<file path="src/rtl/uart_tx_feeder_pkg.sv">
// Shared uart register map, bit indices and the TX feeder state encoding.
package uart_tx_feeder_pkg;

  localparam logic [31:0] UART_ADDR_CTRL   = 32'h0000_0000;
  localparam logic [31:0] UART_ADDR_STATUS = 32'h0000_0004;
  localparam logic [31:0] UART_ADDR_BAUD   = 32'h0000_0008;
  localparam logic [31:0] UART_ADDR_TX     = 32'h0000_000C;
  localparam logic [31:0] UART_ADDR_RX     = 32'h0000_0010;

  localparam int unsigned UART_STATUS_TX_BUSY = 0;
  localparam int unsigned UART_CTRL_TX_EN     = 0;

  typedef enum logic [2:0] {
    ST_INIT,
    ST_IDLE,
    ST_POLL,
    ST_SEND,
    ST_HOLD
  } feeder_state_t;

endpackage

</file>
<file path="src/rtl/uart_tx_feeder_if.sv">
// Push handshake from the core plus the uart register port driven by the feeder.
interface uart_tx_feeder_if;
  logic        push_valid_i;
  logic [7:0]  push_data_i;
  logic        push_ready_o;
  logic        wen_o;
  logic [31:0] waddr_o;
  logic [31:0] wdata_o;
  logic [31:0] raddr_o;
  logic [31:0] rdata_i;

  // master: the feeder itself; slave: the core/uart environment around it
  modport master (
    input  push_valid_i, push_data_i, rdata_i,
    output push_ready_o, wen_o, waddr_o, wdata_o, raddr_o
  );

  modport slave (
    output push_valid_i, push_data_i, rdata_i,
    input  push_ready_o, wen_o, waddr_o, wdata_o, raddr_o
  );
endinterface

</file>
<file path="src/rtl/uart_tx_feeder_sync_fifo.sv">
// Single-clock FIFO with synchronous flush; head entry is presented on o_data while non-empty.
module uart_tx_feeder_sync_fifo #(
  parameter int unsigned WIDTH = 8,
  parameter int unsigned DEPTH = 16
) (
  input  logic                     i_clk,
  input  logic                     i_rst,
  input  logic                     i_push,
  input  logic [WIDTH-1:0]         i_data,
  input  logic                     i_pop,
  input  logic                     i_flush,
  output logic [WIDTH-1:0]         o_data,
  output logic                     o_full,
  output logic                     o_empty,
  output logic [$clog2(DEPTH):0]   o_level
);
  localparam int unsigned AW = $clog2(DEPTH);

  logic [WIDTH-1:0] r_mem [DEPTH];
  logic [AW-1:0]    r_wptr;
  logic [AW-1:0]    r_rptr;
  logic [AW:0]      r_level;
  logic             w_do_push;
  logic             w_do_pop;

  assign o_full    = (r_level == (AW+1)'(DEPTH));
  assign o_empty   = (r_level == '0);
  assign o_level   = r_level;
  assign o_data    = r_mem[r_rptr];
  assign w_do_push = i_push && !o_full;
  assign w_do_pop  = i_pop && !o_empty;

  always_ff @(posedge i_clk) begin
    if (w_do_push && !i_flush) begin
      r_mem[r_wptr] <= i_data;
    end
  end

  always_ff @(posedge i_clk or posedge i_rst) begin
    if (i_rst) begin
      r_wptr  <= '0;
      r_rptr  <= '0;
      r_level <= '0;
    end else if (i_flush) begin
      r_wptr  <= '0;
      r_rptr  <= '0;
      r_level <= '0;
    end else begin
      if (w_do_push) r_wptr <= r_wptr + 1'b1;
      if (w_do_pop)  r_rptr <= r_rptr + 1'b1;
      unique case ({w_do_push, w_do_pop})
        2'b10:   r_level <= r_level + 1'b1;
        2'b01:   r_level <= r_level - 1'b1;
        default: r_level <= r_level;
      endcase
    end
  end
endmodule

</file>
<file path="src/rtl/uart_tx_feeder.sv">
// Buffers core bytes and writes them to the uart TX register whenever STATUS reports not-busy.
module uart_tx_feeder
  import uart_tx_feeder_pkg::*;
#(
  parameter int unsigned DEPTH       = 16,
  parameter logic [31:0] CTRL_INIT   = 32'h0000_0001,
  parameter int unsigned BUSY_BIT    = UART_STATUS_TX_BUSY,
  parameter int unsigned HOLD_CYCLES = 4,
  parameter logic [31:0] ADDR_CTRL   = UART_ADDR_CTRL,
  parameter logic [31:0] ADDR_STATUS = UART_ADDR_STATUS,
  parameter logic [31:0] ADDR_TX     = UART_ADDR_TX
) (
  input  logic                   clk_i,
  input  logic                   rst_i,
  input  logic                   flush_i,
  uart_tx_feeder_if.master       bus,
  output logic [$clog2(DEPTH):0] level_o,
  output logic                   busy_o
);
  localparam int unsigned    HW        = (HOLD_CYCLES > 1) ? $clog2(HOLD_CYCLES) : 1;
  localparam logic [HW-1:0]  HOLD_LOAD = HW'(HOLD_CYCLES - 1);

  feeder_state_t r_state;
  logic [HW-1:0] r_hold_cnt;
  logic          w_full;
  logic          w_empty;
  logic          w_ready;
  logic          w_push;
  logic          w_pop;
  logic [7:0]    w_head;
  logic          w_uart_busy;
  logic          w_unused_rdata;
  logic          w_wen;
  logic [31:0]   w_waddr;
  logic [31:0]   w_wdata;

  assign w_ready        = !w_full && !flush_i;
  assign w_push         = bus.push_valid_i && w_ready;
  assign w_pop          = (r_state == ST_SEND);
  assign w_uart_busy    = bus.rdata_i[BUSY_BIT];
  assign w_unused_rdata = ^bus.rdata_i;

  uart_tx_feeder_sync_fifo #(
    .WIDTH (8),
    .DEPTH (DEPTH)
  ) u_fifo (
    .i_clk   (clk_i),
    .i_rst   (rst_i),
    .i_push  (w_push),
    .i_data  (bus.push_data_i),
    .i_pop   (w_pop),
    .i_flush (flush_i),
    .o_data  (w_head),
    .o_full  (w_full),
    .o_empty (w_empty),
    .o_level (level_o)
  );

  always_ff @(posedge clk_i or posedge rst_i) begin
    if (rst_i) begin
      r_state    <= ST_INIT;
      r_hold_cnt <= '0;
    end else begin
      unique case (r_state)
        ST_INIT: r_state <= ST_IDLE;
        ST_IDLE: if (!w_empty && !flush_i) r_state <= ST_POLL;
        ST_POLL: begin
          if (flush_i)           r_state <= ST_IDLE;
          else if (!w_uart_busy) r_state <= ST_SEND;
        end
        ST_SEND: begin
          r_state    <= ST_HOLD;
          r_hold_cnt <= HOLD_LOAD;
        end
        ST_HOLD: begin
          if (r_hold_cnt == '0) r_state <= ST_IDLE;
          else                  r_hold_cnt <= r_hold_cnt - 1'b1;
        end
        default: r_state <= ST_INIT;
      endcase
    end
  end

  // Decoded from state but masked by rst_i so an in-flight write drops the instant reset asserts
  always_comb begin
    w_wen   = 1'b0;
    w_waddr = '0;
    w_wdata = '0;
    if (!rst_i) begin
      unique case (r_state)
        ST_INIT: begin
          w_wen   = 1'b1;
          w_waddr = ADDR_CTRL;
          w_wdata = CTRL_INIT;
        end
        ST_SEND: begin
          w_wen   = 1'b1;
          w_waddr = ADDR_TX;
          w_wdata = {24'h0, w_head};
        end
        default: ;
      endcase
    end
  end

  assign bus.push_ready_o = w_ready;
  assign bus.wen_o        = w_wen;
  assign bus.waddr_o      = w_waddr;
  assign bus.wdata_o      = w_wdata;
  assign bus.raddr_o      = ADDR_STATUS;
  assign busy_o           = !w_empty || (r_state != ST_IDLE);
endmodule

</file>
<file path="src/flat_wrapper.sv">
// flat-port wrapper written by rule: the top's interface ports become plain ports
module uart_tx_feeder_flat import uart_tx_feeder_pkg::*;
#(
  parameter int unsigned DEPTH       = 16,
  parameter logic [31:0] CTRL_INIT   = 32'h0000_0001,
  parameter int unsigned BUSY_BIT    = UART_STATUS_TX_BUSY,
  parameter int unsigned HOLD_CYCLES = 4,
  parameter logic [31:0] ADDR_CTRL   = UART_ADDR_CTRL,
  parameter logic [31:0] ADDR_STATUS = UART_ADDR_STATUS,
  parameter logic [31:0] ADDR_TX     = UART_ADDR_TX
)
  (clk_i, rst_i, flush_i, level_o, busy_o, bus_push_valid_i, bus_push_data_i, bus_rdata_i, bus_push_ready_o, bus_wen_o, bus_waddr_o, bus_wdata_o, bus_raddr_o);
  uart_tx_feeder_if bus_i ();
  input  logic clk_i;
  input  logic rst_i;
  input  logic flush_i;
  output logic [$clog2(DEPTH):0] level_o;
  output logic busy_o;
  input wire logic [$bits(bus_i.push_valid_i)-1:0] bus_push_valid_i;
  input wire logic [$bits(bus_i.push_data_i)-1:0] bus_push_data_i;
  input wire logic [$bits(bus_i.rdata_i)-1:0] bus_rdata_i;
  output wire logic [$bits(bus_i.push_ready_o)-1:0] bus_push_ready_o;
  output wire logic [$bits(bus_i.wen_o)-1:0] bus_wen_o;
  output wire logic [$bits(bus_i.waddr_o)-1:0] bus_waddr_o;
  output wire logic [$bits(bus_i.wdata_o)-1:0] bus_wdata_o;
  output wire logic [$bits(bus_i.raddr_o)-1:0] bus_raddr_o;
  assign bus_i.push_valid_i = bus_push_valid_i;
  assign bus_i.push_data_i = bus_push_data_i;
  assign bus_i.rdata_i = bus_rdata_i;
  assign bus_push_ready_o = bus_i.push_ready_o;
  assign bus_wen_o = bus_i.wen_o;
  assign bus_waddr_o = bus_i.waddr_o;
  assign bus_wdata_o = bus_i.wdata_o;
  assign bus_raddr_o = bus_i.raddr_o;
  uart_tx_feeder #(.DEPTH(DEPTH), .CTRL_INIT(CTRL_INIT), .BUSY_BIT(BUSY_BIT), .HOLD_CYCLES(HOLD_CYCLES), .ADDR_CTRL(ADDR_CTRL), .ADDR_STATUS(ADDR_STATUS), .ADDR_TX(ADDR_TX)) u_core (.clk_i(clk_i), .rst_i(rst_i), .flush_i(flush_i), .bus(bus_i), .level_o(level_o), .busy_o(busy_o));
endmodule
</file>
<file path="config.mk">
export PLATFORM = sky130hd
export DESIGN_NAME = uart_tx_feeder_flat
export DESIGN_NICKNAME = d
export VERILOG_FILES = /design/src/rtl/uart_tx_feeder_pkg.sv /design/src/rtl/uart_tx_feeder_if.sv /design/src/rtl/uart_tx_feeder_sync_fifo.sv /design/src/rtl/uart_tx_feeder.sv /design/src/flat_wrapper.sv
export SDC_FILE = /design/constraint.sdc
export NUM_CORES = 1
export LEC_CHECK = 0
export CORE_ASPECT_RATIO = 1.5
export CORE_UTILIZATION = 38
export CTS_CLUSTER_DIAMETER = 80
export DETAILED_ROUTE_END_ITERATION = 8
export SETUP_SLACK_MARGIN = 0.02
export SLEW_MARGIN = 0
export SYNTH_ARGS = -nofsm -noshare
export SYNTH_HDL_FRONTEND = slang
export SYNTH_SLANG_ARGS = --single-unit
</file>
<file path="constraint.sdc">
create_clock -name clk_i -period 4.36 [get_ports clk_i]
set_input_delay 0.654 -clock clk_i [delete_from_list [all_inputs] [get_ports clk_i]]
set_output_delay 0.654 -clock clk_i [all_outputs]
set_load 0.02 [all_outputs]
</file>
==> impl_metrics.tcl, run 1 <==
set metrics [dict create \
    drt-wirelength-per-cell_um 18.4 \
    numPortBuffers 30 \
    core_um2 17500 \
    timing.max_slew.rel_slack_pct 46.1 \
    cts_htree_levels 4 \
    holdCritPathClass "reg2reg" \
    ys_async_sr_fraction_pct 12.3 \
    finalSetupTns_ns 0 \
    synth.ff_latch_count 146 \
    floorplan.io_pins 148 \
    first_pass_grt_wire_length_um 20200 \
    fp-row-count 59 \
    synth_ff_type "edfxtp_1" \
    cts_setup_buffers 0 \
    syn_area_um2 6860 \
    timing.critical_path.arrival_ns 3.03 \
    design.final.nets 536 \
    layoutNonFillerInstCount 710 \
    die-height_um 167 \
    wl_um 13100 \
    synth.avg_cell_area_um2 15.1 \
    grt_antenna_before_repair 0 \
    fin_crit_sh_pct 84.5 \
    rsz0062_at_grt "false" \
    period_needed_ns 3.69 \
    clkLatencyLatePin_ns 0.41 \
    pwr_density_cell_nw_per_um2 485 \
    run_status "finished, violations left" \
    numPlacedInstances 678 \
    total_power_mw 3.70 \
    floorplan.die_area_um2 18600 \
    path_class "reg2out" \
    crit_path_max_fanout 12 \
    globalRouteOverflowTotal 0 \
    dominant_cell_by_count_in_the_synthesized_netlist "edfxtp_1" \
    timing.critical_path.from_type "flop" \
    setup-violations-final 0 \
    post_cts_repair_resize_count 0 \
    synth-seq-area-share_pct 62.6 \
    worst_vdd_rail_ir_drop_uv 352 \
    dr_total_vias 3570 \
    peak_freq_mhz 271 \
    grt_use_total_pct 14.8 \
    detail_route.vias_per_cell 5.03 \
    timing.final.hold_violations 0 \
    synth_enable_flop_cells 128 \
    final_max_slew_viol_count 0 \
    reg2reg_setup_slack_ns 1.34 \
    ctsLongestPathBuffers 2 \
    max-cap-violations 0 \
    required_ns 3.71 \
    initial_core_util_pct 39.2 \
    tightestPinTransition_ns 0.808 \
    post-synth-top-area-cell "edfxtp_1" \
    die_width_um 112 \
    layout-area-overhead-vs-synth_pct 11.1 \
    antenna_cells_inserted 0 \
    dp_hpwl_um 8400 \
    via_count_of_the_first_global_routing_pass 3612 \
    post-route-drc-count 17 \
    synthCells 453 \
    route.antenna.remaining_nets 0 \
    detail_route.iter0.violations 197 \
    grt_start_max_net_pins 35 \
    static-leakage-power_nw 2.64 \
    netlist_top_cells_count "edfxtp_1 (128), buf_4 (87), mux4_2 (31), nor2_1 (23), dfrtp_1 (18)" \
    cts-buffers-inserted 17 \
    yosys_warnings 0 \
    cts_num_sinks 146 \
    tritoncts_clock_tree "yes" \
    drt_first_pass_iters 6 \
    holdBufCountCts 0 \
    number_of_distinct_library_cell_variants_in_the_gate_level_netlist_after_synthesis 50 \
    worst_clock_skew_ns 0.00914 \
    failed_checks "design-rule violations" \
    place.gp.congestion 0.775 \
    synth_top_area_share_pct 56.0 \
    drive_gt1_share_pct 15.3 \
    ys_top_cells_by_area "edfxtp_1 (56%), mux4_2 (10%), buf_4 (9.5%), dfrtp_1 (6.6%), mux2i_1 (2.5%)" \
    timing.critical_path.to_type "primary output" \
    clock_tree.root_cell "clkbuf_16" \
    path_clk_slew_ns 0.06 \
]
power by group:
group	internal (mW)	switching [mW]
Clock	0.799	0.588
Combinational	0.279	0.389
Sequential	1.57	0.0776
final timing paths:
check	start	end	cells after the start
max reg2reg	u_core.u_fifo.o_level[1]	u_core.u_fifo.o_level[4]	11
min in group asynchronous	rst_i	u_core.u_fifo.r_wptr[3]	2
max in group asynchronous	rst_i	u_core.u_fifo.r_rptr[0]	2
min	u_core.r_hold_cnt[0]	u_core.r_hold_cnt[0]	1
min reg2reg	u_core.r_hold_cnt[0]	u_core.r_hold_cnt[0]	1
max	u_core.r_state[2]	bus_wdata_o[5]	5
cell usage in the layout (no fill, tap or decap), types with 7 or more instances in the layout:
| cell | instances |
|---|---|
| edfxtp_1 | 128 |
| conb_1 | 86 |
| mux4_2 | 31 |
| clkdlybuf4s50_1 | 30 |
| nor2_1 | 23 |
| mux2i_1 | 17 |
| clkbuf_16 | 17 |
| dfrtp_1 | 17 |
| nand2_1 | 13 |
| and2_1 | 13 |
| inv_1 | 9 |
| a21oi_1 | 9 |
| o21ai_0 | 8 |
| ha_1 | 8 |
| nor3_1 | 7 |
| o22ai_1 | 7 |
state kept, by name, indices dropped and copies added, names as in the netlist:
signal                 flops
u_core.r_state             3
u_core.r_hold_cnt          2
u_core.u_fifo.r_wptr       4
u_core.u_fifo.o_level      5
u_core.u_fifo.r_mem      128
u_core.u_fifo.r_rptr       4
metrics by stage:
stage / setup WS (ns) / instance area, µm² / hold WS [ns] / utilization [%]
2_1_floorplan: 1.52 / 7180 / 0.488 / -
4_1_cts: 0.645 / 7620 / 0.549 / 43.6
5_1_grt: 0.492 / 7620 / 0.588 / 43.6
3_3_place_gp: 0.964 / 7050 / 0.507 / 40.3
6_report: 0.674 / 7620 / 0.544 / 43.6
3_5_place_dp: 0.944 / 7050 / 0.538 / 40.3
per-layer routing:
layer | global-route usage, % | routed length (µm)
met1 | 17.0 | 5020
met2 | 26.5 | 7180
met3 | 3.82 | 780
met4 | 4.94 | 111
met5 | 0 | 0
worst max-delay path, stage by stage (launching register included):
cell,delay [ns]
dfrtp_1,0.46
nand3b_1,0.45
nor2_1,0.34
nand2_1,0.35
o22ai_1,0.35
clkdlybuf4s50_1,0.67
kinds of logic after synthesis:
group           share of synthesized area, %
flops                                   62.6
mux                                     12.8
simple gates                            6.55
xor+xnor                                1.13
compound gates                          3.94
other cells                            0.109
buf+inv                                 11.4
fa+ha+maj                               1.46
layout make-up:
cell class              instances  area, µm²
inverters                       9       33.8
flip-flops and latches        146       4300
multi-input cells             274       2100
clock buffers                  17        425
well taps                     213        267
fillers                      1572       9870
repair buffers                 36        358
clock inverters                15        146
No activity file was read; power rests on OpenSTA's default activity.
==> run 2, diff against run 1 <==
Settings changed: PLACE_DENSITY set to 0.65.
Clock period 4.36 ns to 3 ns, I/O delays scaled along.
==> run 2 against run 1 <==
The flow still finishes with violations (design-rule violations). Sequential share of layout area down 0.68 points. Non-clock buffer count up 4. Clock skew is 0.0018 ns lower. Core utilization up 0.54 points. First-iteration DRC count rose by 35%. Clock power grew 45%. Critical path type unchanged. Largest cell class unchanged.
==> impl_metrics.tcl, run 2 (synthesized netlist as in run 1, its figures left out) <==
set metrics [dict create \
    cts_htree_levels 4 \
    floorplan.io_pins 148 \
    cts_setup_buffers 0 \
    cp_num_buf_inv 1 \
    holdCritPathClass "reg2reg" \
    floorplan.die_area_um2 18600 \
    pwr_density_cell_nw_per_um2 705 \
    timing.max_slew.rel_slack_pct 50.9 \
    holdBufCountCts 0 \
    route.antenna.remaining_nets 0 \
    rsz0062_at_grt "false" \
    tightestPinTransition_ns 0.735 \
    timing.critical_path.from_type "flop" \
    timing.critical_path.max_delay_family "simple AND/OR/NAND/NOR gates" \
    longest_individual_stage_delay_on_the_worst_path_ns 0.62 \
    die_width_um 112 \
    timing.critical_path.to_type "primary output" \
    fp-row-count 59 \
    first_pass_grt_wire_length_um 20300 \
    globalRouteOverflowTotal 0 \
    drt-wirelength-per-cell_um 18.1 \
    wl_um 12900 \
    cts-buffers-inserted 17 \
    grt_start_max_net_pins 27 \
    detail_route.iter0.violations 265 \
    drive_gt1_share_pct 17.0 \
    timing.critical_path.arrival_ns 2.44 \
    period_needed_ns 2.89 \
    dr_total_vias 3591 \
    design.final.nets 540 \
    via_count_of_the_first_global_routing_pass 3691 \
    crit_path_max_fanout 11 \
    initial_core_util_pct 39.2 \
    fin_crit_sh_pct 96.2 \
    path_cells "or4_1, nor2_1, nand3_1, clkdlybuf4s50_1" \
    worst_vdd_rail_ir_drop_uv 473 \
    ctsLongestPathBuffers 2 \
    finalSetupTns_ns 0 \
    clock_tree.root_cell "clkbuf_16" \
    place.gp.congestion 0.776 \
    detail_route.vias_per_cell 5.03 \
    max-cap-violations 0 \
    path_class "reg2out" \
    run_status "finished, violations left" \
    worst_clock_skew_ns 0.00736 \
    failed_checks "design-rule violations" \
    numPortBuffers 30 \
    layout-area-overhead-vs-synth_pct 12.5 \
    finalHoldWorstSlack_ns 0.548 \
    required_ns 2.55 \
    worst_path_cell_with_the_longest_stage_delay "or4_1" \
    tritoncts_clock_tree "yes" \
    die-height_um 167 \
    cts_num_sinks 146 \
    grt_antenna_before_repair 0 \
    setup-violations-final 0 \
    post-route-drc-count 20 \
    top_register "u_core.u_fifo.r_mem" \
    peak_freq_mhz 347 \
    clkLatencyLatePin_ns 0.41 \
    dp_hpwl_um 8590 \
    core_um2 17500 \
    antenna_cells_inserted 0 \
    mostFrequentLayoutCells "edfxtp_1 (128), conb_1 (86), mux4_2 (31)" \
    static-leakage-power_nw 2.79 \
    drt_first_pass_iters 7 \
    timing.final.hold_violations 0 \
    final_max_slew_viol_count 0 \
    layout.cells.most_common "edfxtp_1" \
    path_clk_slew_ns 0.06 \
    grt_use_total_pct 14.7 \
    max_ffs_per_register 128 \
]
==> run 2: cell types whose count changed in the layout (fill, tap and decap cells not counted), sizes merged, moves of 3 or more <==
cell           delta
clkdlybuf4s50     -8
dlymetal6s2s      +5
buf               +3
dlygate4sd2       +3
==> run 2: area by class of cell <==
type | instances | area (µm²)
Timing Repair Buffer | 40 | 438
Inverter | 9 | 33.8
Clock buffer | 17 | 425
Clock inverter | 15 | 146
Tap cell | 213 | 267
Fill cell | 1525 | 9780
Multi-Input combinational cell | 274 | 2110
Sequential cell | 146 | 4300
==> run 2: through the flow <==
| stage | utilization [%] | setup WS, ns | area, µm² | cells | power [mW] |
|---|---|---|---|---|---|
| floorplan | - | 0.269 | 7180 | 537 | 3.20 |
| global placement | 40.5 | 0.145 | 7090 | 681 | 3.41 |
| detailed placement | 40.5 | 0.137 | 7090 | 681 | 3.44 |
| CTS | 44.0 | 0.0269 | 7700 | 714 | 5.48 |
| global route | 44.1 | 0.0471 | 7720 | 714 | 5.66 |
| finish | 44.1 | 0.114 | 7720 | 714 | 5.44 |
==> run 2: worst paths after layout <==
path,cells after the start,end,startpoint,slack (ns)
setup / recovery,4,busy_o,u_core.u_fifo.o_level[1],0.11
hold / removal,1,u_core.r_hold_cnt[0],u_core.r_hold_cnt[0],0.55
setup reg to reg,11,u_core.u_fifo.o_level[4],u_core.r_state[2],0.29
hold reg to reg,1,u_core.r_hold_cnt[0],u_core.r_hold_cnt[0],0.55
max in group asynchronous,2,u_core.u_fifo.r_rptr[0],rst_i,1.92
min in group asynchronous,2,u_core.u_fifo.o_level[0],rst_i,0.57
==> run 2: timing repair <==
| item | in CTS | in global routing |
|---|---|---|
| resized for setup | 7 | 6 |
| gates cloned | 1 | 0 |
| endpoints found under the setup margin | 6 | 5 |
==> run 2: report_power, final <==
part           internal (mW)  total (mW)  switching (mW)
Sequential              2.28        2.38           0.103
Combinational          0.451        1.04           0.587
Clock                   1.16        2.02           0.858
Total                   3.89        5.44            1.55
==> run 2: worst reg2reg max path, stage by stage, from the launching register on <==
cell,delay (ns)
dfrtp_1,0.46
nand3b_1,0.27
buf_4,0.22
a21o_4,0.22
nor2_2,0.13
xor2_1,0.08
ha_1,0.25
o31a_1,0.26
nor3_1,0.22
nand2_1,0.12
o32a_1,0.19
a211oi_1,0.21
==> run 2: metal layers <==
metal	track usage, %	share of wire (%)
met1	17.0	39
met2	26.4	55
met3	3.86	6.0
met4	4.41	0.63
met5	0	0
==> run 3, diff against run 2 <==
Settings changed: SLEW_MARGIN 0 to unset.
==> results of run 3 <==
Final layout, timing and power as in run 2 (identical DEF).
